`src/rtl/unified_mem_arbiter_if.sv`:
```
// Bus bundle between the fetch/datapath, the unified memory arbiter and the memory macro.
interface unified_mem_arbiter_if #(
    parameter int unsigned ADDR_W = 32,
    parameter int unsigned DATA_W = 32
);
    localparam int unsigned BE_W = DATA_W / 8;

    // Fetch side
    logic              if_req_i;
    logic [ADDR_W-1:0] if_addr_i;
    logic [DATA_W-1:0] if_rdata_o;
    logic              if_valid_o;

    // Data side
    logic              d_rd_i;
    logic              d_wr_i;
    logic [ADDR_W-1:0] d_addr_i;
    logic [DATA_W-1:0] d_wdata_i;
    logic [BE_W-1:0]   d_be_i;
    logic [DATA_W-1:0] d_rdata_o;
    logic              d_done_o;

    // Pipeline
    logic              stall_o;

    // Memory macro side
    logic              mem_en_o;
    logic              mem_we_o;
    logic [ADDR_W-1:0] mem_addr_o;
    logic [DATA_W-1:0] mem_wdata_o;
    logic [BE_W-1:0]   mem_be_o;
    logic [DATA_W-1:0] mem_rdata_i;

    // Arbiter view
    modport slave (
        input  if_req_i, if_addr_i,
        input  d_rd_i, d_wr_i, d_addr_i, d_wdata_i, d_be_i,
        input  mem_rdata_i,
        output if_rdata_o, if_valid_o,
        output d_rdata_o, d_done_o,
        output stall_o,
        output mem_en_o, mem_we_o, mem_addr_o, mem_wdata_o, mem_be_o
    );

    // Environment view (CPU requesters plus memory macro)
    modport master (
        output if_req_i, if_addr_i,
        output d_rd_i, d_wr_i, d_addr_i, d_wdata_i, d_be_i,
        output mem_rdata_i,
        input  if_rdata_o, if_valid_o,
        input  d_rdata_o, d_done_o,
        input  stall_o,
        input  mem_en_o, mem_we_o, mem_addr_o, mem_wdata_o, mem_be_o
    );
endinterface

```
`src/rtl/unified_mem_arbiter.sv`:
```
// Arbiter sharing one single-ported unified memory between instruction fetch
// and data load/store. Each access runs IDLE -> ISSUE -> WAIT(MEM_LAT) -> DONE.
// Optional macro ARB_PERF_CNT_EN adds per-requester wait-cycle counters.
module unified_mem_arbiter #(
    parameter int unsigned ADDR_W  = 32,
    parameter int unsigned DATA_W  = 32,
    parameter int unsigned MEM_LAT = 2
) (
    input  logic                 clk_i,
    input  logic                 rst_i,
    unified_mem_arbiter_if.slave bus
`ifdef ARB_PERF_CNT_EN
    ,
    output logic [31:0]          perf_if_wait_o,
    output logic [31:0]          perf_d_wait_o
`endif
);
    localparam int unsigned BE_W  = DATA_W / 8;
    localparam int unsigned CNT_W = 4;

    typedef enum logic [1:0] {
        ST_IDLE  = 2'd0,
        ST_ISSUE = 2'd1,
        ST_WAIT  = 2'd2,
        ST_DONE  = 2'd3
    } state_t;

    state_t            state_q, state_d;
    logic [CNT_W-1:0]  cnt_q, cnt_d;
    logic              last_d_q, last_d_d;   // 1: data side won the most recent grant
    logic              gnt_d_q, gnt_d_d;     // access in flight belongs to data side
    logic              gnt_wr_q, gnt_wr_d;   // access in flight is a store

    logic              mem_en_q, mem_en_d;
    logic              mem_we_q, mem_we_d;
    logic [ADDR_W-1:0] mem_addr_q, mem_addr_d;
    logic [DATA_W-1:0] mem_wdata_q, mem_wdata_d;
    logic [BE_W-1:0]   mem_be_q, mem_be_d;

    logic [DATA_W-1:0] if_rdata_q, if_rdata_d;
    logic              if_valid_q, if_valid_d;
    logic [DATA_W-1:0] d_rdata_q, d_rdata_d;
    logic              d_done_q, d_done_d;

    logic              d_req_c;

    assign d_req_c = bus.d_rd_i | bus.d_wr_i;

    // Next-state, arbitration, issue payload and read-data capture
    always_comb begin
        state_d     = state_q;
        cnt_d       = cnt_q;
        last_d_d    = last_d_q;
        gnt_d_d     = gnt_d_q;
        gnt_wr_d    = gnt_wr_q;
        mem_en_d    = 1'b0;
        mem_we_d    = 1'b0;
        mem_addr_d  = '0;
        mem_wdata_d = '0;
        mem_be_d    = '0;
        if_rdata_d  = if_rdata_q;
        d_rdata_d   = d_rdata_q;
        if_valid_d  = 1'b0;
        d_done_d    = 1'b0;

        case (state_q)
            ST_IDLE: begin
                // Data wins when alone, or under contention when fetch won last
                if (d_req_c && (!bus.if_req_i || !last_d_q)) begin
                    state_d    = ST_ISSUE;
                    last_d_d   = 1'b1;
                    gnt_d_d    = 1'b1;
                    gnt_wr_d   = bus.d_wr_i;
                    mem_en_d   = 1'b1;
                    mem_we_d   = bus.d_wr_i;
                    mem_addr_d = bus.d_addr_i;
                    if (bus.d_wr_i) begin
                        mem_wdata_d = bus.d_wdata_i;
                        mem_be_d    = bus.d_be_i;
                    end else begin
                        mem_be_d    = '1;
                    end
                end else if (bus.if_req_i) begin
                    state_d    = ST_ISSUE;
                    last_d_d   = 1'b0;
                    gnt_d_d    = 1'b0;
                    gnt_wr_d   = 1'b0;
                    mem_en_d   = 1'b1;
                    mem_addr_d = bus.if_addr_i;
                    mem_be_d   = '1;
                end
            end
            ST_ISSUE: begin
                state_d = ST_WAIT;
                cnt_d   = CNT_W'(MEM_LAT);
            end
            ST_WAIT: begin
                if (cnt_q == CNT_W'(1)) begin
                    state_d = ST_DONE;
                    cnt_d   = '0;
                    if (gnt_d_q) begin
                        d_done_d = 1'b1;
                        if (!gnt_wr_q) begin
                            d_rdata_d = bus.mem_rdata_i;
                        end
                    end else begin
                        if_valid_d = 1'b1;
                        if_rdata_d = bus.mem_rdata_i;
                    end
                end else begin
                    cnt_d = cnt_q - CNT_W'(1);
                end
            end
            ST_DONE: begin
                state_d = ST_IDLE;
            end
            default: begin
                state_d = ST_IDLE;
            end
        endcase
    end

    // State and registered outputs; reset abandons any access in flight
    always_ff @(posedge clk_i) begin
        if (rst_i) begin
            state_q     <= ST_IDLE;
            cnt_q       <= '0;
            last_d_q    <= 1'b0;
            gnt_d_q     <= 1'b0;
            gnt_wr_q    <= 1'b0;
            mem_en_q    <= 1'b0;
            mem_we_q    <= 1'b0;
            mem_addr_q  <= '0;
            mem_wdata_q <= '0;
            mem_be_q    <= '0;
            if_rdata_q  <= '0;
            if_valid_q  <= 1'b0;
            d_rdata_q   <= '0;
            d_done_q    <= 1'b0;
        end else begin
            state_q     <= state_d;
            cnt_q       <= cnt_d;
            last_d_q    <= last_d_d;
            gnt_d_q     <= gnt_d_d;
            gnt_wr_q    <= gnt_wr_d;
            mem_en_q    <= mem_en_d;
            mem_we_q    <= mem_we_d;
            mem_addr_q  <= mem_addr_d;
            mem_wdata_q <= mem_wdata_d;
            mem_be_q    <= mem_be_d;
            if_rdata_q  <= if_rdata_d;
            if_valid_q  <= if_valid_d;
            d_rdata_q   <= d_rdata_d;
            d_done_q    <= d_done_d;
        end
    end

    assign bus.mem_en_o    = mem_en_q;
    assign bus.mem_we_o    = mem_we_q;
    assign bus.mem_addr_o  = mem_addr_q;
    assign bus.mem_wdata_o = mem_wdata_q;
    assign bus.mem_be_o    = mem_be_q;
    assign bus.if_rdata_o  = if_rdata_q;
    assign bus.if_valid_o  = if_valid_q;
    assign bus.d_rdata_o   = d_rdata_q;
    assign bus.d_done_o    = d_done_q;

    // Hold the pipeline while either requester is pending and not completing
    assign bus.stall_o = (d_req_c & ~d_done_q) | (bus.if_req_i & ~if_valid_q);

`ifdef ARB_PERF_CNT_EN
    logic [31:0] perf_if_q;
    logic [31:0] perf_d_q;
    logic        if_served_c;
    logic        d_served_c;

    assign if_served_c = (state_q != ST_IDLE) && !gnt_d_q;
    assign d_served_c  = (state_q != ST_IDLE) &&  gnt_d_q;

    // Saturating counts of cycles each requester spends waiting
    always_ff @(posedge clk_i) begin
        if (rst_i) begin
            perf_if_q <= '0;
            perf_d_q  <= '0;
        end else begin
            if (bus.if_req_i && !if_served_c && (perf_if_q != 32'hFFFF_FFFF)) begin
                perf_if_q <= perf_if_q + 32'd1;
            end
            if (d_req_c && !d_served_c && (perf_d_q != 32'hFFFF_FFFF)) begin
                perf_d_q <= perf_d_q + 32'd1;
            end
        end
    end

    assign perf_if_wait_o = perf_if_q;
    assign perf_d_wait_o  = perf_d_q;
`endif

endmodule
```
`src/flat_wrapper.sv`:
```
// flat-port wrapper written by rule: the top's interface ports become plain ports
module unified_mem_arbiter_flat 
#(
    parameter int unsigned ADDR_W  = 32,
    parameter int unsigned DATA_W  = 32,
    parameter int unsigned MEM_LAT = 2
)
  (clk_i, rst_i, bus_if_req_i, bus_if_addr_i, bus_d_rd_i, bus_d_wr_i, bus_d_addr_i, bus_d_wdata_i, bus_d_be_i, bus_mem_rdata_i, bus_if_rdata_o, bus_if_valid_o, bus_d_rdata_o, bus_d_done_o, bus_stall_o, bus_mem_en_o, bus_mem_we_o, bus_mem_addr_o, bus_mem_wdata_o, bus_mem_be_o);
  unified_mem_arbiter_if #(.ADDR_W(ADDR_W), .DATA_W(DATA_W)) bus_i ();
  input  logic clk_i;
  input  logic rst_i;
  input wire logic [$bits(bus_i.if_req_i)-1:0] bus_if_req_i;
  input wire logic [$bits(bus_i.if_addr_i)-1:0] bus_if_addr_i;
  input wire logic [$bits(bus_i.d_rd_i)-1:0] bus_d_rd_i;
  input wire logic [$bits(bus_i.d_wr_i)-1:0] bus_d_wr_i;
  input wire logic [$bits(bus_i.d_addr_i)-1:0] bus_d_addr_i;
  input wire logic [$bits(bus_i.d_wdata_i)-1:0] bus_d_wdata_i;
  input wire logic [$bits(bus_i.d_be_i)-1:0] bus_d_be_i;
  input wire logic [$bits(bus_i.mem_rdata_i)-1:0] bus_mem_rdata_i;
  output wire logic [$bits(bus_i.if_rdata_o)-1:0] bus_if_rdata_o;
  output wire logic [$bits(bus_i.if_valid_o)-1:0] bus_if_valid_o;
  output wire logic [$bits(bus_i.d_rdata_o)-1:0] bus_d_rdata_o;
  output wire logic [$bits(bus_i.d_done_o)-1:0] bus_d_done_o;
  output wire logic [$bits(bus_i.stall_o)-1:0] bus_stall_o;
  output wire logic [$bits(bus_i.mem_en_o)-1:0] bus_mem_en_o;
  output wire logic [$bits(bus_i.mem_we_o)-1:0] bus_mem_we_o;
  output wire logic [$bits(bus_i.mem_addr_o)-1:0] bus_mem_addr_o;
  output wire logic [$bits(bus_i.mem_wdata_o)-1:0] bus_mem_wdata_o;
  output wire logic [$bits(bus_i.mem_be_o)-1:0] bus_mem_be_o;
  assign bus_i.if_req_i = bus_if_req_i;
  assign bus_i.if_addr_i = bus_if_addr_i;
  assign bus_i.d_rd_i = bus_d_rd_i;
  assign bus_i.d_wr_i = bus_d_wr_i;
  assign bus_i.d_addr_i = bus_d_addr_i;
  assign bus_i.d_wdata_i = bus_d_wdata_i;
  assign bus_i.d_be_i = bus_d_be_i;
  assign bus_i.mem_rdata_i = bus_mem_rdata_i;
  assign bus_if_rdata_o = bus_i.if_rdata_o;
  assign bus_if_valid_o = bus_i.if_valid_o;
  assign bus_d_rdata_o = bus_i.d_rdata_o;
  assign bus_d_done_o = bus_i.d_done_o;
  assign bus_stall_o = bus_i.stall_o;
  assign bus_mem_en_o = bus_i.mem_en_o;
  assign bus_mem_we_o = bus_i.mem_we_o;
  assign bus_mem_addr_o = bus_i.mem_addr_o;
  assign bus_mem_wdata_o = bus_i.mem_wdata_o;
  assign bus_mem_be_o = bus_i.mem_be_o;
  unified_mem_arbiter #(.ADDR_W(ADDR_W), .DATA_W(DATA_W), .MEM_LAT(MEM_LAT)) u_core (.clk_i(clk_i), .rst_i(rst_i), .bus(bus_i));
endmodule
```
`config.mk`:
```
export PLATFORM = sky130hd
export DESIGN_NAME = unified_mem_arbiter_flat
export DESIGN_NICKNAME = d
export VERILOG_FILES = /design/src/rtl/unified_mem_arbiter_if.sv /design/src/rtl/unified_mem_arbiter.sv /design/src/flat_wrapper.sv
export SDC_FILE = /design/constraint.sdc
export NUM_CORES = 1
export LEC_CHECK = 0
export CAP_MARGIN = 20
export CORE_ASPECT_RATIO = 0.6
export CORE_UTILIZATION = 43
export DETAILED_ROUTE_END_ITERATION = 7
export PLACE_DENSITY = 0.86
export SLEW_MARGIN = 10
export SYNTH_ARGS = -nofsm -noshare
export SYNTH_HDL_FRONTEND = slang
export SYNTH_SLANG_ARGS = --single-unit
```
`constraint.sdc`:
```
create_clock -name clk_i -period 3 [get_ports clk_i]
set_input_delay 0.3 -clock clk_i [delete_from_list [all_inputs] [get_ports clk_i]]
set_output_delay 0.3 -clock clk_i [all_outputs]
set_load 0.03 [all_outputs]
```
==> flow_summary.yaml, run 1 <==
placed_design:
  dp_hpwl_um: 10550
  dp_slack_ns: 0.7862
  globalplace.congestion: 0.7564
  port_buffers: 273
  placed_cell_area_mm2: 0.008038
  place_inst: 868
critical_path:
  r2r-end: "u_core.bus.if_rdata_o[24]"
  reg2reg_slack_ns: 0.98
  crit_chain: "clkdlybuf4s50_1, inv_1, o22ai_1, clkdlybuf4s50_1"
  reg2reg_from: "u_core.state_q[0]"
  start_kind: "primary input"
  slowest_delay_ns: 0.70
  crit_fanout: 7
  cp_slowest_cell: "clkdlybuf4s50_1"
  crit_family: "buffers and inverters"
  worst_path_most_repeated_cell: "clkdlybuf4s50_1"
  arrival_ns: 1.94
  worstSetupPathType: "in2out"
  crit_buf_inv: 3
  crit_path_end_kind: "output port"
  r2r_cells: 5
  required_ns: 2.70
  startpoint: "bus_if_req_i"
global_route:
  antenna_found_initial: 0
  grt_pass1_wl_um: 21750
  grt_max_degree: 108
  gr-total-overflow: 0
  grt_pass1_vias: 4408
  grt_usage: 0.2244
synthesis:
  synth_nets: 601
  synth_compound_area_frac: 0.07843
  ys_types: 40
  netlist_instances: 459
  yosysSeqAreaShare: 0.5492
  synth_edf_count: 0
  ys_ff_latch: 144
  syn-cell-area_mm2: 0.005249
  yosysWarnings: 0
  syn_area_per_cell_um2: 11.44
  ys.flop_type: "dfxtp_1"
  synthMuxAreaShare: 0.1240
  yosys.area_share.simple: 0.1902
  synthAdderAreaFrac: 0.01192
  async_reset_ff_frac: 0
  synthXorXnorAreaFrac: 0.005006
  synth_top_family_by_area: "simple AND/OR/NAND/NOR gates"
floorplan:
  dieArea_mm2: 0.01267
  initial_utilization: 0.4525
  io_pins: 274
  die_w_um: 144.6
  num_rows: 30
  core_mm2: 0.01160
  die_h_um: 87.58
power:
  power_leakage_nw: 3.404
  finalPower_mw: 5.983
  p_per_area_mw_per_mm2: 691.1
  vdd_drop_max_uv: 478.7
cts:
  cts_num_sinks: 144
  cts_resized: 0
  htreeDepth: 4
  cts_tree: "done"
  worstSkewPairLatency_ns: 0.40
  clk_pin_slew_ns: 0.05
  cts_hold_buffers: 0
  cts_root_buf: "clkbuf_16"
  post_cts_buffers: 0
  cts_buffers: 17
  cts.path.max_buffers: 2
routing:
  drt-vias-per-instance: 4.683
  drcViolationCount: 0
  vias: 4215
  drt_first_pass_iters: 4
  ant_nets: 0
  totalWireLength_um: 14470
  wl_per_cell_um: 16.08
  drtIter0Drc: 190
sta:
  slew_headroom: 0.3914
  rsz0062_at_grt: "no"
  tightest_slew_ns: 0.9129
  fin_crit_ns: 2.242
  finalWorstSetupSlack_ns: 0.7581
  setup_viol: 0
  fin_tns_setup_ns: 0
  finalCritPeriodShare: 0.7473
  maxSlewViolCount: 0
  hold_ws_ns: 0.2830
  hold_viol: 0
  skew_ns: 0.009714
  fmax_mhz: 446.0
layout:
  layout.cells.non_filler: 900
  final_common_cell: "clkdlybuf4s50_1"
  final_cell_area_mm2: 0.008657
  nets: 869
  n_fill_cell: 779
  area_growth_pct: 64.93
  drive_gt1_frac: 0.06351
  antennaDiodeCount: 0
  final_cell_mix: "272 x clkdlybuf4s50_1, 144 x dfxtp_1, 98 x nand2b_1, 65 x mux2i_1, 32 x and2_1"
  fin_util: 0.7464
hold_path:
  holdPathEnd: "u_core.bus.mem_addr_o[1]"
  min-delay-start: "rst_i"
  hold_class: "in2reg"
  min_path_cells: 3
run:
  maxCapViolations: 0
run_status:
  status: "complete, no violations"
## power breakdown
part           switching, mW  internal (mW)
Sequential             0.110           2.14
Combinational          0.815          0.737
Clock                  0.776           1.40
## cells by family (layout without fill, tap and decap cells)
| group | Yosys count | count (layout) |
|---|---|---|
| buffers and inverters | 35 | 316 |
| adder cells (fa/ha/maj) | 5 | 5 |
| AO/OA/AOI/OAI | 49 | 49 |
| XOR/XNOR | 3 | 3 |
| AND/OR/NAND/NOR | 158 | 158 |
| multiplexers | 65 | 65 |
| flip-flops | 144 | 144 |
## Yosys cell counts, types with 3 or more instances
library cell,count,area (µm²)
dfxtp_1,144,2883
nand2b_1,99,619.3
nand3b_1,3,22.52
a21oi_1,3,15.01
inv_1,6,22.52
and2_1,32,200.2
nor2_1,5,18.77
o21a_1,4,30.03
clkbuf_1,12,45.04
nand2_1,4,15.01
buf_6,5,56.30
mux2i_1,65,650.6
buf_4,3,22.52
a22o_1,31,271.5
ha_1,5,62.56
nor3_1,4,20.02
buf_2,7,35.03
## registers in the layout, indices dropped and copies added (netlist names)
name	flops
u_core.bus.d_done_o	1
u_core.bus.d_rdata_o	32
u_core.bus.if_rdata_o	32
u_core.bus.if_valid_o	1
u_core.bus.mem_addr_o	32
u_core.bus.mem_be_o	4
u_core.bus.mem_en_o	1
u_core.bus.mem_wdata_o	32
u_core.bus.mem_we_o	1
u_core.cnt_q	4
u_core.gnt_wr_q	1
u_core.last_d_q	1
u_core.state_q	2
## metal layers
layer  routed length, µm  global-route usage  vias to the layer above
met1                5696              0.2395                     1981
met4                 131             0.06124                        0
met2                7497              0.4170                      137
met3                1148             0.08529                       15
li1                    -                   -                     2082
met5                   0                   0                        -
## worst max path at each step
stage / end / slack [ns] / cells after the start
6_report: bus_stall_o / 0.76 / 4
4_1_cts: bus_stall_o / 0.78 / 4
2_1_floorplan: u_core.bus.d_rdata_o[19] / 1.49 / 7
3_3_place_gp: bus_stall_o / 0.83 / 4
3_5_place_dp: bus_stall_o / 0.79 / 4
5_1_grt: bus_stall_o / 0.69 / 4
## cell type report
cell class | count | area, µm² | area share
repair buffers | 278 | 2765 | 0.3194
multi-input cells | 280 | 2167 | 0.2503
well taps | 160 | 200.2 | 0.02312
clock inverters | 8 | 127.6 | 0.01474
inverters | 6 | 22.52 | 0.002602
clock buffers | 24 | 491.7 | 0.05680
flip-flops and latches | 144 | 2883 | 0.3330
## tightest hold or removal path: cells and delay by family
family	cells	cell delay [ns]
simple gates	1	0.17
buf+inv	1	0.10
compound gates	1	0.05
(Power assumes the default switching activity.)
==> inputs of run 2 (changes only) <==
Settings changed: CORE_UTILIZATION 43 to 39, PLACE_DENSITY 0.86 to 0.79.
Clock period 3 ns to 2.2 ns, I/O delays scaled along.
==> flow_summary.yaml, run 2 (same netlist as run 1, synthesis figures left out) <==
cts:
  cts_hold_buffers: 0
  cts_buffers: 17
  cts_resized: 0
  clk_pin_slew_ns: 0.06
  cts_tree: "done"
  cts_num_sinks: 144
  worstSkewPairLatency_ns: 0.41
  cts_root_buf: "clkbuf_16"
  post_cts_buffers: 0
  htreeDepth: 4
  cts.path.max_buffers: 2
power:
  p_per_area_mw_per_mm2: 934.1
  p_seq_frac: 0.378
  switching_power_mw: 2.399
  p_sw_frac: 0.2951
  comb_power_share: 0.262
  vdd_drop_max_uv: 453.8
  p_clk_frac: 0.360
  p_int_mw: 5.729
  power_leakage_nw: 3.413
layout:
  area_growth_pct: 65.77
  final_common_cell: "clkdlybuf4s50_1"
  drive_gt1_frac: 0.06748
  nets: 872
  final_cell_mix: "272 x clkdlybuf4s50_1, 144 x dfxtp_1, 98 x nand2b_1, 65 x mux2i_1, 32 x and2_1"
  antennaDiodeCount: 0
  n_fill_cell: 976
global_route:
  grt_max_degree: 55
  antenna_found_initial: 0
  grt_pass1_wl_um: 22670
  grt_usage: 0.2148
  gr-total-overflow: 0
  grt_pass1_vias: 4382
floorplan:
  die_h_um: 91.86
  die_w_um: 151.8
  dieArea_mm2: 0.01394
  io_pins: 274
  num_rows: 32
  initial_utilization: 0.4046
  core_mm2: 0.01297
critical_path:
  crit_chain: "clkdlybuf4s50_1, nor2_1, o22ai_1, clkdlybuf4s50_1"
  startpoint: "bus_d_wr_i"
  reg2reg_slack_ns: 0.30
  worstSetupPathDepth: 4
  crit_buf_inv: 2
  crit_family: "buffers and inverters"
  start_kind: "primary input"
  required_ns: 1.98
  crit_fanout: 5
  crit_path_end_kind: "output port"
  r2r_cells: 5
  reg2reg_from: "u_core.state_q[0]"
  worst_path_most_repeated_cell: "clkdlybuf4s50_1"
  worstSetupPathType: "in2out"
  slowest_delay_ns: 0.69
  arrival_ns: 1.69
  r2r-end: "u_core.bus.d_rdata_o[31]"
  crit_end: "bus_stall_o"
  cp_slowest_cell: "clkdlybuf4s50_1"
sta:
  maxSlewViolCount: 0
  hold_viol: 0
  fin_tns_setup_ns: 0
  finalCritPeriodShare: 0.8692
  fin_crit_ns: 1.912
  tightest_slew_ns: 0.6040
  fmax_mhz: 523.0
  finalWorstSetupSlack_ns: 0.2879
  skew_ns: 0.01411
  rsz0062_at_grt: "no"
  setup_viol: 0
  hold_ws_ns: 0.1663
  slew_headroom: 0.5969
hold_path:
  min-delay-start: "rst_i"
  hold_class: "in2reg"
routing:
  drt-vias-per-instance: 4.622
  vias: 4211
  ant_nets: 0
  totalWireLength_um: 14940
  wl_per_cell_um: 16.40
  drtIter0Drc: 99
  drt_first_pass_iters: 4
  drcViolationCount: 0
placed_design:
  globalplace.congestion: 0.7526
  dp_hpwl_um: 11010
  port_buffers: 273
  dp_slack_ns: 0.3034
run:
  maxCapViolations: 0
run_status:
  status: "complete, no violations"
-- run 2: cell types whose count changed in the layout (fill, tap and decap cells not counted), sizes merged --
| cell | before | now |
|---|---|---|
| inv | 6 | 9 |
| clkinvlp | 2 | 3 |
| buf | 6 | 9 |
| clkbuf | 24 | 18 |
-- run 2: how the worst min path moves through the flow --
stage / endpoint / cells after the start / slack (ns)
2_1_floorplan: u_core.last_d_q / 1 / 0.33
3_3_place_gp: u_core.bus.d_rdata_o[17] / 2 / 0.46
3_5_place_dp: u_core.bus.if_rdata_o[31] / 2 / 0.47
4_1_cts: u_core.bus.d_done_o / 2 / 0.16
5_1_grt: u_core.bus.if_valid_o / 2 / 0.18
6_report: u_core.bus.if_valid_o / 2 / 0.17
-- run 2: worst register-to-register path, cell delays in order, from the launching register on --
cell and delay (ns):
dfxtp_1 0.32, inv_1 0.15, ha_1 0.29, and4bb_2 0.30, nand3b_1 0.42, mux2i_1 0.34
-- run 2: power by group through the flow --
| stage | clock network [mW] | registers (mW) | logic [mW] |
|---|---|---|---|
| 6_report | 2.93 | 3.07 | 2.13 |
| 4_1_cts | 2.99 | 3.07 | 2.14 |
| 3_3_place_gp | 0 | 3.10 | 2.07 |
| 5_1_grt | 3.11 | 3.10 | 2.26 |
| 2_1_floorplan | 0 | 3.61 | 0.692 |
| 3_5_place_dp | 0 | 3.12 | 2.13 |
-- run 2: stage by stage --
| step | utilization | area (µm²) | instances | power (mW) |
|---|---|---|---|---|
| 6_report | 0.6707 | 8701 | 911 | 8.128 |
| 3_3_place_gp | 0.6252 | 8110 | 881 | 5.175 |
| 3_5_place_dp | 0.6252 | 8110 | 881 | 5.250 |
| 2_1_floorplan | - | 5249 | 459 | 4.304 |
| 5_1_grt | 0.6707 | 8701 | 911 | 8.475 |
| 4_1_cts | 0.6707 | 8701 | 911 | 8.202 |
-- run 2: routing by layer --
metal	wire length, µm	GRT usage	part of all wire	vias to the layer above
li1	-	-	-	2091
met1	6070	0.2356	0.41	1976
met2	7699	0.3962	0.52	128
met3	967	0.05871	0.065	16
met4	199	0.06931	0.013	0
met5	0	0	0	-
-- run 2: final cells by class --
type	count	area, µm²	area share
Inverter	6	22.52	0.002588
Clock buffer	18	429.2	0.04932
Timing Repair Buffer	281	2825	0.3247
Tap cell	170	212.7	0.02445
Clock inverter	12	161.4	0.01855
Multi-Input combinational cell	280	2167	0.2491
Sequential cell	144	2883	0.3313
==> inputs of run 3 (changes only) <==
Settings changed: ABC_AREA set to 1, CORE_UTILIZATION 39 to 40, PLACE_DENSITY 0.79 to 0.81.
==> flow_summary.yaml, run 3 <==
floorplan:
  die_h_um: 91.26
  io_pins: 274
  die_w_um: 150.8
  core_mm2: 0.01289
  initial_utilization: 0.4120
  dieArea_mm2: 0.01376
  num_rows: 32
critical_path:
  start_kind: "primary input"
  required_ns: 1.98
  cp_slowest_cell: "clkdlybuf4s50_1"
  crit_chain: "clkdlybuf4s50_1, inv_1, o22ai_1, clkdlybuf4s50_1"
  crit_fanout: 5
  arrival_ns: 1.71
  crit_path_end_kind: "output port"
  reg2reg_from: "u_core.state_q[0]"
  r2r-end: "u_core.bus.if_rdata_o[13]"
  worst_path_most_repeated_cell: "clkdlybuf4s50_1"
  crit_end: "bus_stall_o"
  reg2reg_slack_ns: 0.47
  r2r_cells: 8
  slowest_delay_ns: 0.69
  worstSetupPathType: "in2out"
  startpoint: "bus_if_req_i"
synthesis:
  yosysWarnings: 0
  synth_edf_count: 0
  ys.flop_type: "dfxtp_1"
  synth_top_area_share: 0.5428
  netlist_instances: 703
  syn-cell-area_mm2: 0.005311
  synth_nets: 845
  ys_types: 23
  ys_ff_latch: 144
  synth_common_cells: "180 x nor2_1, 176 x nand2_1, 144 x dfxtp_1"
  synthTopCellsByArea: "dfxtp_1 54%, nor2_1 13%, nand2_1 12%"
  async_reset_ff_frac: 0
  yosysSeqAreaShare: 0.5428
  synth_most_common_cell: "nor2_1"
  syn_area_per_cell_um2: 7.555
  yosysTopAreaCell: "dfxtp_1"
sta:
  slew_headroom: 0.5254
  setup_viol: 0
  fin_tns_setup_ns: 0
  hold_viol: 0
  maxSlewViolCount: 0
  skew_ns: 0.01007
  finalCritPeriodShare: 0.8774
  rsz0062_at_grt: "no"
  tightest_slew_ns: 0.7120
  fmax_mhz: 518.1
  fin_crit_ns: 1.930
  finalWorstSetupSlack_ns: 0.2697
cts:
  cts_num_sinks: 144
  cts.path.max_buffers: 2
  worstSkewPairLatency_ns: 0.41
  cts_buffers: 17
  cts_hold_buffers: 0
  clk_pin_slew_ns: 0.07
  htreeDepth: 4
  cts_tree: "done"
  cts_root_buf: "clkbuf_16"
  cts_resized: 0
  post_cts_buffers: 0
routing:
  drcViolationCount: 0
  ant_nets: 0
  drt_first_pass_iters: 4
  drtIter0Drc: 173
  drt-vias-per-instance: 4.352
  totalWireLength_um: 14070
  wl_per_cell_um: 12.22
  vias: 5014
layout:
  area_growth_pct: 64.76
  final_common_cell: "clkdlybuf4s50_1"
  final_cell_mix: "273 x clkdlybuf4s50_1, 180 x nor2_1, 176 x nand2_1, 144 x dfxtp_1, 74 x inv_1"
  drive_gt1_frac: 0.05092
  antennaDiodeCount: 0
  nets: 1111
  final_cell_area_mm2: 0.008751
  n_fill_cell: 1067
global_route:
  grt_pass1_wl_um: 22240
  use_met1: 0.2538
  grt_max_degree: 71
  grt_pass1_vias: 4586
  met2_usage: 0.3379
  grt_busiest_layer: "met2"
  antenna_found_initial: 0
  grt_usage: 0.2078
  gr-total-overflow: 0
  grt_use_met3: 0.07588
power:
  power_leakage_nw: 3.733
  p_per_area_mw_per_mm2: 972.3
  vdd_drop_max_uv: 530.3
run:
  maxCapViolations: 0
run_status:
  status: "complete, no violations"
placed_design:
  placed_cell_area_mm2: 0.008114
  dp_slack_ns: 0.2816
  globalplace.congestion: 0.8162
  dp_hpwl_um: 10400
  port_buffers: 273
hold_path:
  hold_class: "in2reg"
==> run 3: cell type report <==
cell class / instances / area, µm² / share of cell area
Tap cell: 170 / 212.7 / 0.02431
Clock buffer: 17 / 425.4 / 0.04861
Multi-Input combinational cell: 448 / 1887 / 0.2156
Sequential cell: 144 / 2883 / 0.3294
Clock inverter: 15 / 211.5 / 0.02416
Inverter: 77 / 289.0 / 0.03303
Timing Repair Buffer: 281 / 2843 / 0.3249
==> run 3: worst min-delay path by stage <==
stage / startpoint / end / slack [ns] / cells after the start
after detailed placement: u_core.state_q[0] / u_core.state_q[0] / 0.46 / 2
after CTS: bus_d_wdata_i[16] / u_core.bus.mem_wdata_o[16] / 0.31 / 3
after global placement: u_core.state_q[0] / u_core.state_q[0] / 0.46 / 2
final: bus_d_wdata_i[16] / u_core.bus.mem_wdata_o[16] / 0.32 / 3
after floorplan: rst_i / u_core.bus.d_done_o / 0.30 / 1
after global routing: bus_d_wdata_i[13] / u_core.bus.mem_wdata_o[13] / 0.31 / 3
==> run 3: metrics by stage <==
| stage | total power [mW] | util | hold slack (ns) | cells |
|---|---|---|---|---|
| 2_1_floorplan | 4.504 | - | 0.2965 | 703 |
| 3_3_place_gp | 5.447 | 0.6294 | 0.4611 | 1120 |
| 3_5_place_dp | 5.487 | 0.6294 | 0.4645 | 1120 |
| 4_1_cts | 8.581 | 0.6788 | 0.3112 | 1152 |
| 5_1_grt | 8.938 | 0.6788 | 0.3133 | 1152 |
| 6_report | 8.509 | 0.6788 | 0.3241 | 1152 |
==> run 3: kinds of logic after synthesis <==
family	share of synthesized area
AOI/OAI and AO/OA	0.03887
xor gates and xnor gates	0.003299
adders and majority gates	0.01178
buffers and inverters	0.1020
DFF	0.5428
and+or+nand+nor	0.3013
==> run 3: per-layer routing <==
| layer | wire, µm | vias up |
|---|---|---|
| met4 | 242 | 0 |
| met5 | 0 | - |
| met3 | 1105 | 20 |
| met2 | 6393 | 161 |
| met1 | 6332 | 2190 |
| li1 | - | 2643 |
==> run 3: power breakdown <==
group	total, mW	internal [mW]	switching, mW	leakage [nW]
logic	2.37	0.985	1.38	2.25
registers	3.05	2.93	0.120	1.17
clock network	3.09	1.85	1.24	0.310
total	8.51	5.77	2.74	3.73
==> run 3: worst max-delay path, delay by kind of cell <==
family	cells	cell delay (ns)
buffers and inverters	3	1.33
AOI/OAI and AO/OA	1	0.17
